$ cat src/rtl/uart_rx.sv
// UART receiver: 8 data bits LSB first, optional even parity, one stop bit,
// midpoint sampling, one-entry valid/ready output register with overrun pulse.
module uart_rx #(
    parameter int CLKS_PER_BIT = 16,
    parameter int PARITY_EN    = 1
) (
    input  logic       clk,
    input  logic       rst,
    input  logic       rx,
    output logic [7:0] data_out,
    output logic       valid,
    input  logic       ready,
    output logic       parity_err,
    output logic       frame_err,
    output logic       overrun,
    output logic       busy
);
    localparam int CW = $clog2(CLKS_PER_BIT);
    localparam logic [CW-1:0] HALF_M1 = CW'(CLKS_PER_BIT / 2 - 1);
    localparam logic [CW-1:0] FULL_M1 = CW'(CLKS_PER_BIT - 1);

    localparam logic [2:0] S_IDLE      = 3'd0;
    localparam logic [2:0] S_START     = 3'd1;
    localparam logic [2:0] S_DATA      = 3'd2;
    localparam logic [2:0] S_PARITY    = 3'd3;
    localparam logic [2:0] S_STOP      = 3'd4;
    localparam logic [2:0] S_WAIT_HIGH = 3'd5;

    logic          rx_meta_q, rx_s_q;
    logic [2:0]    state_q, state_d;
    logic [CW-1:0] cnt_q, cnt_d;
    logic [2:0]    idx_q, idx_d;
    logic [7:0]    shift_q, shift_d;
    logic          perr_q, perr_d;
    logic [7:0]    data_q, data_d;
    logic          valid_q, valid_d;
    logic          perr_out_q, perr_out_d;
    logic          ferr_q, ferr_d;
    logic          ovr_q, ovr_d;
    logic          done, ferr_new, half_hit, full_hit;

    // Line idles high, so both synchronizer stages reset to 1 to avoid a false start.
    always_ff @(posedge clk or posedge rst) begin
        if (rst) begin
            rx_meta_q <= 1'b1;
            rx_s_q    <= 1'b1;
        end else begin
            rx_meta_q <= rx;
            rx_s_q    <= rx_meta_q;
        end
    end

    assign half_hit = (cnt_q == HALF_M1);
    assign full_hit = (cnt_q == FULL_M1);

    always_comb begin
        state_d  = state_q;
        cnt_d    = cnt_q;
        idx_d    = idx_q;
        shift_d  = shift_q;
        perr_d   = perr_q;
        done     = 1'b0;
        ferr_new = 1'b0;
        case (state_q)
            S_IDLE: begin
                cnt_d = '0;
                if (!rx_s_q) state_d = S_START;
            end
            S_START: begin
                if (half_hit) begin
                    cnt_d = '0;
                    if (rx_s_q) begin
                        state_d = S_IDLE;
                    end else begin
                        idx_d   = 3'd0;
                        state_d = S_DATA;
                    end
                end else begin
                    cnt_d = cnt_q + CW'(1);
                end
            end
            S_DATA: begin
                if (full_hit) begin
                    cnt_d   = '0;
                    shift_d = {rx_s_q, shift_q[7:1]};
                    idx_d   = idx_q + 3'd1;
                    if (idx_q == 3'd7) state_d = (PARITY_EN != 0) ? S_PARITY : S_STOP;
                end else begin
                    cnt_d = cnt_q + CW'(1);
                end
            end
            S_PARITY: begin
                if (full_hit) begin
                    cnt_d   = '0;
                    perr_d  = rx_s_q ^ (^shift_q);
                    state_d = S_STOP;
                end else begin
                    cnt_d = cnt_q + CW'(1);
                end
            end
            S_STOP: begin
                if (full_hit) begin
                    cnt_d    = '0;
                    done     = 1'b1;
                    ferr_new = ~rx_s_q;
                    state_d  = rx_s_q ? S_IDLE : S_WAIT_HIGH;
                end else begin
                    cnt_d = cnt_q + CW'(1);
                end
            end
            S_WAIT_HIGH: begin
                // A break holds the line low; re-arm only once it returns high.
                cnt_d = '0;
                if (rx_s_q) state_d = S_IDLE;
            end
            default: state_d = S_IDLE;
        endcase
    end

    always_comb begin
        data_d     = data_q;
        valid_d    = valid_q;
        perr_out_d = perr_out_q;
        ferr_d     = ferr_q;
        ovr_d      = 1'b0;
        if (done) begin
            if (!valid_q || ready) begin
                data_d     = shift_q;
                perr_out_d = (PARITY_EN != 0) ? perr_q : 1'b0;
                ferr_d     = ferr_new;
                valid_d    = 1'b1;
            end else begin
                ovr_d = 1'b1;
            end
        end else if (valid_q && ready) begin
            valid_d = 1'b0;
        end
    end

    always_ff @(posedge clk or posedge rst) begin
        if (rst) begin
            state_q    <= S_IDLE;
            cnt_q      <= '0;
            idx_q      <= 3'd0;
            shift_q    <= 8'd0;
            perr_q     <= 1'b0;
            data_q     <= 8'd0;
            valid_q    <= 1'b0;
            perr_out_q <= 1'b0;
            ferr_q     <= 1'b0;
            ovr_q      <= 1'b0;
        end else begin
            state_q    <= state_d;
            cnt_q      <= cnt_d;
            idx_q      <= idx_d;
            shift_q    <= shift_d;
            perr_q     <= perr_d;
            data_q     <= data_d;
            valid_q    <= valid_d;
            perr_out_q <= perr_out_d;
            ferr_q     <= ferr_d;
            ovr_q      <= ovr_d;
        end
    end

    assign data_out   = data_q;
    assign valid      = valid_q;
    assign parity_err = perr_out_q;
    assign frame_err  = ferr_q;
    assign overrun    = ovr_q;
    assign busy       = (state_q != S_IDLE);

endmodule
$ cat config.mk
export PLATFORM = sky130hd
export DESIGN_NAME = uart_rx
export DESIGN_NICKNAME = d
export VERILOG_FILES = /design/src/rtl/uart_rx.sv
export SDC_FILE = /design/constraint.sdc
export NUM_CORES = 1
export LEC_CHECK = 0
export ABC_AREA = 1
export CORE_ASPECT_RATIO = 1.5
export CORE_UTILIZATION = 55
export CTS_BUF_LIST = sky130_fd_sc_hd__clkbuf_8
export DETAILED_ROUTE_END_ITERATION = 10
export GPL_TIMING_DRIVEN = 0
export PLACE_DENSITY = 0.77
export SYNTH_ARGS = -nofsm -noshare
export SYNTH_HDL_FRONTEND = slang
export SYNTH_SLANG_ARGS = --single-unit
export TNS_END_PERCENT = 30
$ cat constraint.sdc
create_clock -name clk -period 1.5 [get_ports clk]
set_input_delay 0.225 -clock clk [delete_from_list [all_inputs] [get_ports clk]]
set_output_delay 0.225 -clock clk [all_outputs]
set_load 0.05 [all_outputs]
# Word level (Yosys, flattened, before mapping)
# Cells that the tools add are included.
# word_totals
regBits,33
inputBits,4
# classes
add_sub_neg,2
eq_ne,17
n_mux,26
bitwise,2
n_reduce_logical,17
# op_table
operator,count
3-bit two-way mux,11
3-bit one-hot mux with 6 select lines,1
2-bit inequality test (second input constant),8
4-bit one-hot mux with 3 select lines,1
3-bit == test (second input constant),3
1-bit two-way mux,9
4-bit two-way mux,2
2-bit AND reduction,4
8-bit parity,1
7-bit AND reduction,1
3-bit by 2-bit == test with 1-bit output (second input constant),2
3-bit one-hot mux with 2 select lines,1
3-bit nonzero test,2
4-bit by 1-bit adder with 4-bit output (second input constant),1
4-bit by 3-bit == test with 1-bit output (second input constant),1
4-bit == test (second input constant),1
4-bit AND reduction,1
2-bit nonzero test,2
3-bit by 1-bit adder with 3-bit output (second input constant),1
3-bit by 1-bit == test with 1-bit output (second input constant),1
3-bit zero test,1
3-bit OR reduction,1
2-bit two-way mux,1
2-bit by 1-bit inequality test with 1-bit output (second input constant),1
6 further kinds,6

# Depth between registers and ports, before layout
# logic_depth
ltp_word,5
depth_mapped,10
depth_no_buf,10

# Worst setup path after synthesis
# OpenSTA, ideal clock, no wires.
# synth_timing
kind,flip-flop to flip-flop
from,reg state_q[2]
to,reg state_q[0]
setup_time_ns,0.126
arrival_ns,1.316
t_required_ns,1.374
setup_slack_ns,0.058
path_stages_with_launch,9
synth_period_minus_slack_ns,1.442
cell_sequence,dfrtp_1 buf_4 inv_1 nand2_1 nor2_1 nor2_1 nand3_2 nand2_1 o21ai_0
# synth_between
elab_chain_cells,3
# synth_lines
element,line_no,rtl
"start, declared",30,"logic [2:0] state_q, state_d;"
"start signal, assigned",153,state_q <= state_d;
"3-bit by 2-bit == test with 1-bit output, or another cell as far along",64,case (state_q)
2-bit inequality test (no line),n/a,
7-bit AND reduction (no line),n/a,
# Parallel ways exist; a longest one is shown, timed or not.
# A chain may end at the register's enable or synchronous reset.

# Worst setup path in the final report
# layout_timing
from,reg cnt_q[0]
to,reg perr_out_q (netlist: parity_err)
# layout_between
elab_chain_cells,4
# layout_lines
element,line_no,rtl
"start, declared",31,"logic [CW-1:0] cnt_q, cnt_d;"
"start signal, assigned",154,cnt_q <= cnt_d;
4-bit == test,54,assign full_hit = (cnt_q == FULL_M1);
1-bit two-way mux,102,if (full_hit) begin
1-bit two-way mux,64,
2-bit AND reduction (no line),n/a,
"end signal, assigned",160,perr_out_q <= perr_out_d;
"end, declared",37,"logic perr_out_q, perr_out_d;"
# No other way between the ends.

==> summary.md <==
| Metric | Value |
|---|---|
| Type of the tightest min-delay check | `in2async` |
| Cell chosen for the clock root | `sky130_fd_sc_hd__clkbuf_8` |
| Clock latency at the later pin of the worst-skew pair | `0.29 ns` |
| Clock-pin slew reported for the worst setup and hold paths after clock tree synthesis | `0.06 ns` |
| Placed wire-length estimate after detailed placement | `2.45 mm` |
| Via count of the routed design | `1,436` |
| Run status | `complete, no violations` |
| Maximum count of clock buffers along a single path | `2` |
| Timing-limited maximum frequency | `683 MHz` |
| Number of instances in the placed design | `279` |
| Number of standard-cell rows in the floorplan | `25` |
| Most frequent cell after synthesis | `sky130_fd_sc_hd__nand2_1` |
| Antenna cells | `0` |
| Relative slew slack | `0.666` |
| Dominant combinational cell family by area after synthesis | `simple AND/OR/NAND/NOR gates` |
| Crit Path Class | `reg2reg` |
| Endpoints failing setup | `0` |
| First-pass detailed-route iteration total | `4` |
| Number of instances in the synthesized netlist | `223` |
| Antenna violation net count after detailed routing | `0` |
| Max VDD drop | `960 µV` |
| Post-CTS Setup Inserts | `0` |
| Ports | `17` |
| Die X-Extent | `48.6 µm` |
| Type of element launching the critical path | `flop` |
| Die boundary height | `71.9 µm` |
| Hold buffer count at cts | `0` |
| Yosys warning count | `0` |
| Most used standard cells in the synthesized netlist | `78 x sky130_fd_sc_hd__nand2_1, 31 x sky130_fd_sc_hd__dfrtp_1, 31 x sky130_fd_sc_hd__inv_1` |
| CTS tree | `built` |
| Crit end category | `flop` |
| Unrepaired setup endpoints after global routing | `yes` |
| TritonCTS Sinks | `33` |
| Wire length per cell | `11.6 µm` |
| Max-cap violations | `0` |
| Most area-consuming cells after synthesis | `sky130_fd_sc_hd__dfrtp_1 43%, sky130_fd_sc_hd__nand2_1 16%, sky130_fd_sc_hd__o21ai_2 8.8%, sky130_fd_sc_hd__inv_1 6.5%, sky130_fd_sc_hd__nor2_1 3.8%` |
| Synthesized-area fraction occupied by ao, oa, aoi and oai cells | `0.128` |
| Fraction of final layout cells with drive strength greater than 1 | `0.194` |
| Final wirelength | `3.34 mm` |
| Number of H-tree levels | `2` |
| Post-synth EDFFs | `0` |
| Final standard cell count with taps included and fillers excluded | `288` |
| Post-Synthesis Cell Area | `1790 µm²` |
| Fill count | `279` |
| Count of unresolved DRC violations after routing | `0` |
| Port buffer count | `16` |
| Register area | `828 µm²` |
| Violation count after the first detailed-routing iteration | `27` |
| Required time reported for the critical path endpoint | `1.67 ns` |
| Global routing usage summed across all routing layers | `0.222` |
| Power density cells | `1130 nW/µm²` |
| Layout Nets | `254` |
| Register-to-register setup slack | `0.04 ns` |
| CTS Buf Count | `5` |
| Sequential-to-total area share from yosys stat | `0.463` |
| Worst setup timing slack at the placement stage | `-0.225 ns` |
| Least-Margin Pin Slew | `0.497 ns` |
| Multi-input gate area | `801 µm²` |
| Cell type with the largest total area after synthesis | `sky130_fd_sc_hd__dfrtp_1` |
| Proportion of register bits with asynchronous set or reset after synthesis | `1.00` |
| Adder and majority gate portion of the synthesized area | `0.0210` |
| CP max FO | `10` |
| RR Endpoint | `parity_err` |
| Cell variety after synth | `26` |
| Fin area | `2110 µm²` |
| Crit Reg-Reg Startpoint | `cnt_q[0]` |
| Final critical-path share of the clock period | `0.976` |
| WHS | `0.217 ns` |
| Static leakage power | `0.00115 µW` |
| Net count after synthesis | `230` |
| Last weighted congestion value of the routability-driven placer | `0.900` |
| Clock period minus worst slack | `1.46 ns` |
| Starting utilization of the core area | `0.572` |
| Standard cell area after detailed placement | `2000 µm²` |
| FF+latch count, synth | `33` |
| Wire length of the first global-routing pass | `5.75 mm` |
| Average footprint of a synthesized cell | `8.03 µm²` |
| Crit path DAT | `1.64 ns` |
| Die Area | `3490 µm²` |
| Share of Yosys cell area claimed by the top area cell type | `0.433` |
| Via density per instance | `4.99` |
| Largest net degree at the start of global routing | `34` |
| R2r worst-path depth | `7` |
| Master of the slowest instance on the critical path | `sky130_fd_sc_hd__dfrtp_1` |
| Share of synthesized area spent on multiplexers | `0.00839` |
| Via count of the first global-routing pass | `1,400` |
| Simple-gate share of the synthesized area | `0.287` |
| Largest stage delay, worst path | `0.38 ns` |
| Core ar. | `3130 µm²` |
| Area growth from synthesis to layout | `17.9%` |
| Final hold violation count | `0` |
| Clock Skew | `0.00323 ns` |
| Area share of xor/xnor cells in the synthesized design | `0` |
| Cells along the critical path | `ha_2 > nand2_2 > inv_2 > nand2_4 > nor2_4 > nand2_4 > mux2_4` |
| Most frequent cell on the critical path | `sky130_fd_sc_hd__nand2_4` |
| GRT overflow | `0` |
| Number of antenna violations at the first check in global routing | `0` |
| Final Worst Setup Slack | `0.0360 ns` |
| Most instantiated flip-flop cell in the synthesis netlist | `sky130_fd_sc_hd__dfrtp_1` |
| Final-report max-slew violation count | `0` |
[through the flow]
step / utilization / TNS, ns / power (µW)
finish: 0.675 / 0 / 2380
global route: 0.675 / -0.0198 / 2530
CTS: 0.666 / -0.101 / 2400
detailed placement: 0.640 / -7.31 / 1760
global placement: 0.640 / -6.77 / 1740
floorplan: - / 0 / 1600
[worst max-delay path, delay by kind of cell, from the launching register on]
family | cells | cell delay, ns
flops | 1 | 0.38
fa+ha+maj | 1 | 0.21
simple gates | 4 | 0.38
buf+inv | 1 | 0.07
mux | 1 | 0.31
[logic make-up (layout without fill, tap and decap cells)]
kind of cell               count (synthesis)  after routing
AOI/OAI and AO/OA                         31             31
adders and majority gates                  3              3
buffers and inverters                     37             62
DFF                                       33             33
muxes                                      1              1
and+or+nand+nor                          118            118
[registers in the layout, summed over array words and instances, names as in the netlist]
signal and cells:
idx_q 3, data_out 8, perr_q 1, valid 1
rx_s_q 1, parity_err 1, shift_q 8, state_q 3
rx_meta_q 1, cnt_q 4, overrun 1, frame_err 1
[repair_timing]
item                                    4_1_cts  5_1_grt
pin swaps                                     1        1
endpoints found under the setup margin       26       15
resized for setup                            19        6
[placed cells by master (no fill, tap or decap), types with 3 or more instances in the layout]
cell,netlist,final
sky130_fd_sc_hd__clkbuf_8,0,5
sky130_fd_sc_hd__clkdlybuf4s50_1,0,3
sky130_fd_sc_hd__dfrtp_1,31,31
sky130_fd_sc_hd__dlygate4sd2_1,0,12
sky130_fd_sc_hd__inv_1,31,30
sky130_fd_sc_hd__nand2_1,78,77
sky130_fd_sc_hd__nand2_2,2,3
sky130_fd_sc_hd__nand2_4,3,3
sky130_fd_sc_hd__nand3_1,10,10
sky130_fd_sc_hd__nor2_1,18,18
sky130_fd_sc_hd__o21ai_0,8,7
sky130_fd_sc_hd__o21ai_2,18,18
[layout make-up]
type / instances / area share
Tap cell: 40 / 0.0237
Inverter: 33 / 0.0611
Clock inverter: 3 / 0.00652
Multi-Input combinational cell: 153 / 0.379
Buffer: 4 / 0.0237
Timing Repair Buffer: 17 / 0.0806
Sequential cell: 33 / 0.392
Clock buffer: 5 / 0.0326
[routing by layer]
layer	vias to the layer above	part of all wire	global-route usage
met3	8	0.028	0.0573
met4	0	0.031	0.137
li1	741	-	-
met2	24	0.54	0.402
met5	-	0	0
met1	663	0.41	0.225
[worst max path at each step]
stage	from	to	slack [ns]	cells past startpoint
after CTS	state_q[1]	busy	-0.08	4
after floorplan	state_q[2]	state_q[0]	0.06	8
after global placement	rst	shift_q[6]	-0.21	2
final	cnt_q[0]	parity_err	0.04	7
after detailed placement	rst	shift_q[5]	-0.22	2
after global routing	cnt_q[0]	parity_err	-0.01	7
[power breakdown]
group / total (µW) / switching [µW] / internal, µW / leakage, µW
Clock: 628 / 314 / 314 / 0.0000491
Sequential: 1030 / 66.8 / 968 / 0.000448
Combinational: 721 / 470 / 251 / 0.000654
(Power assumes the default switching activity.)
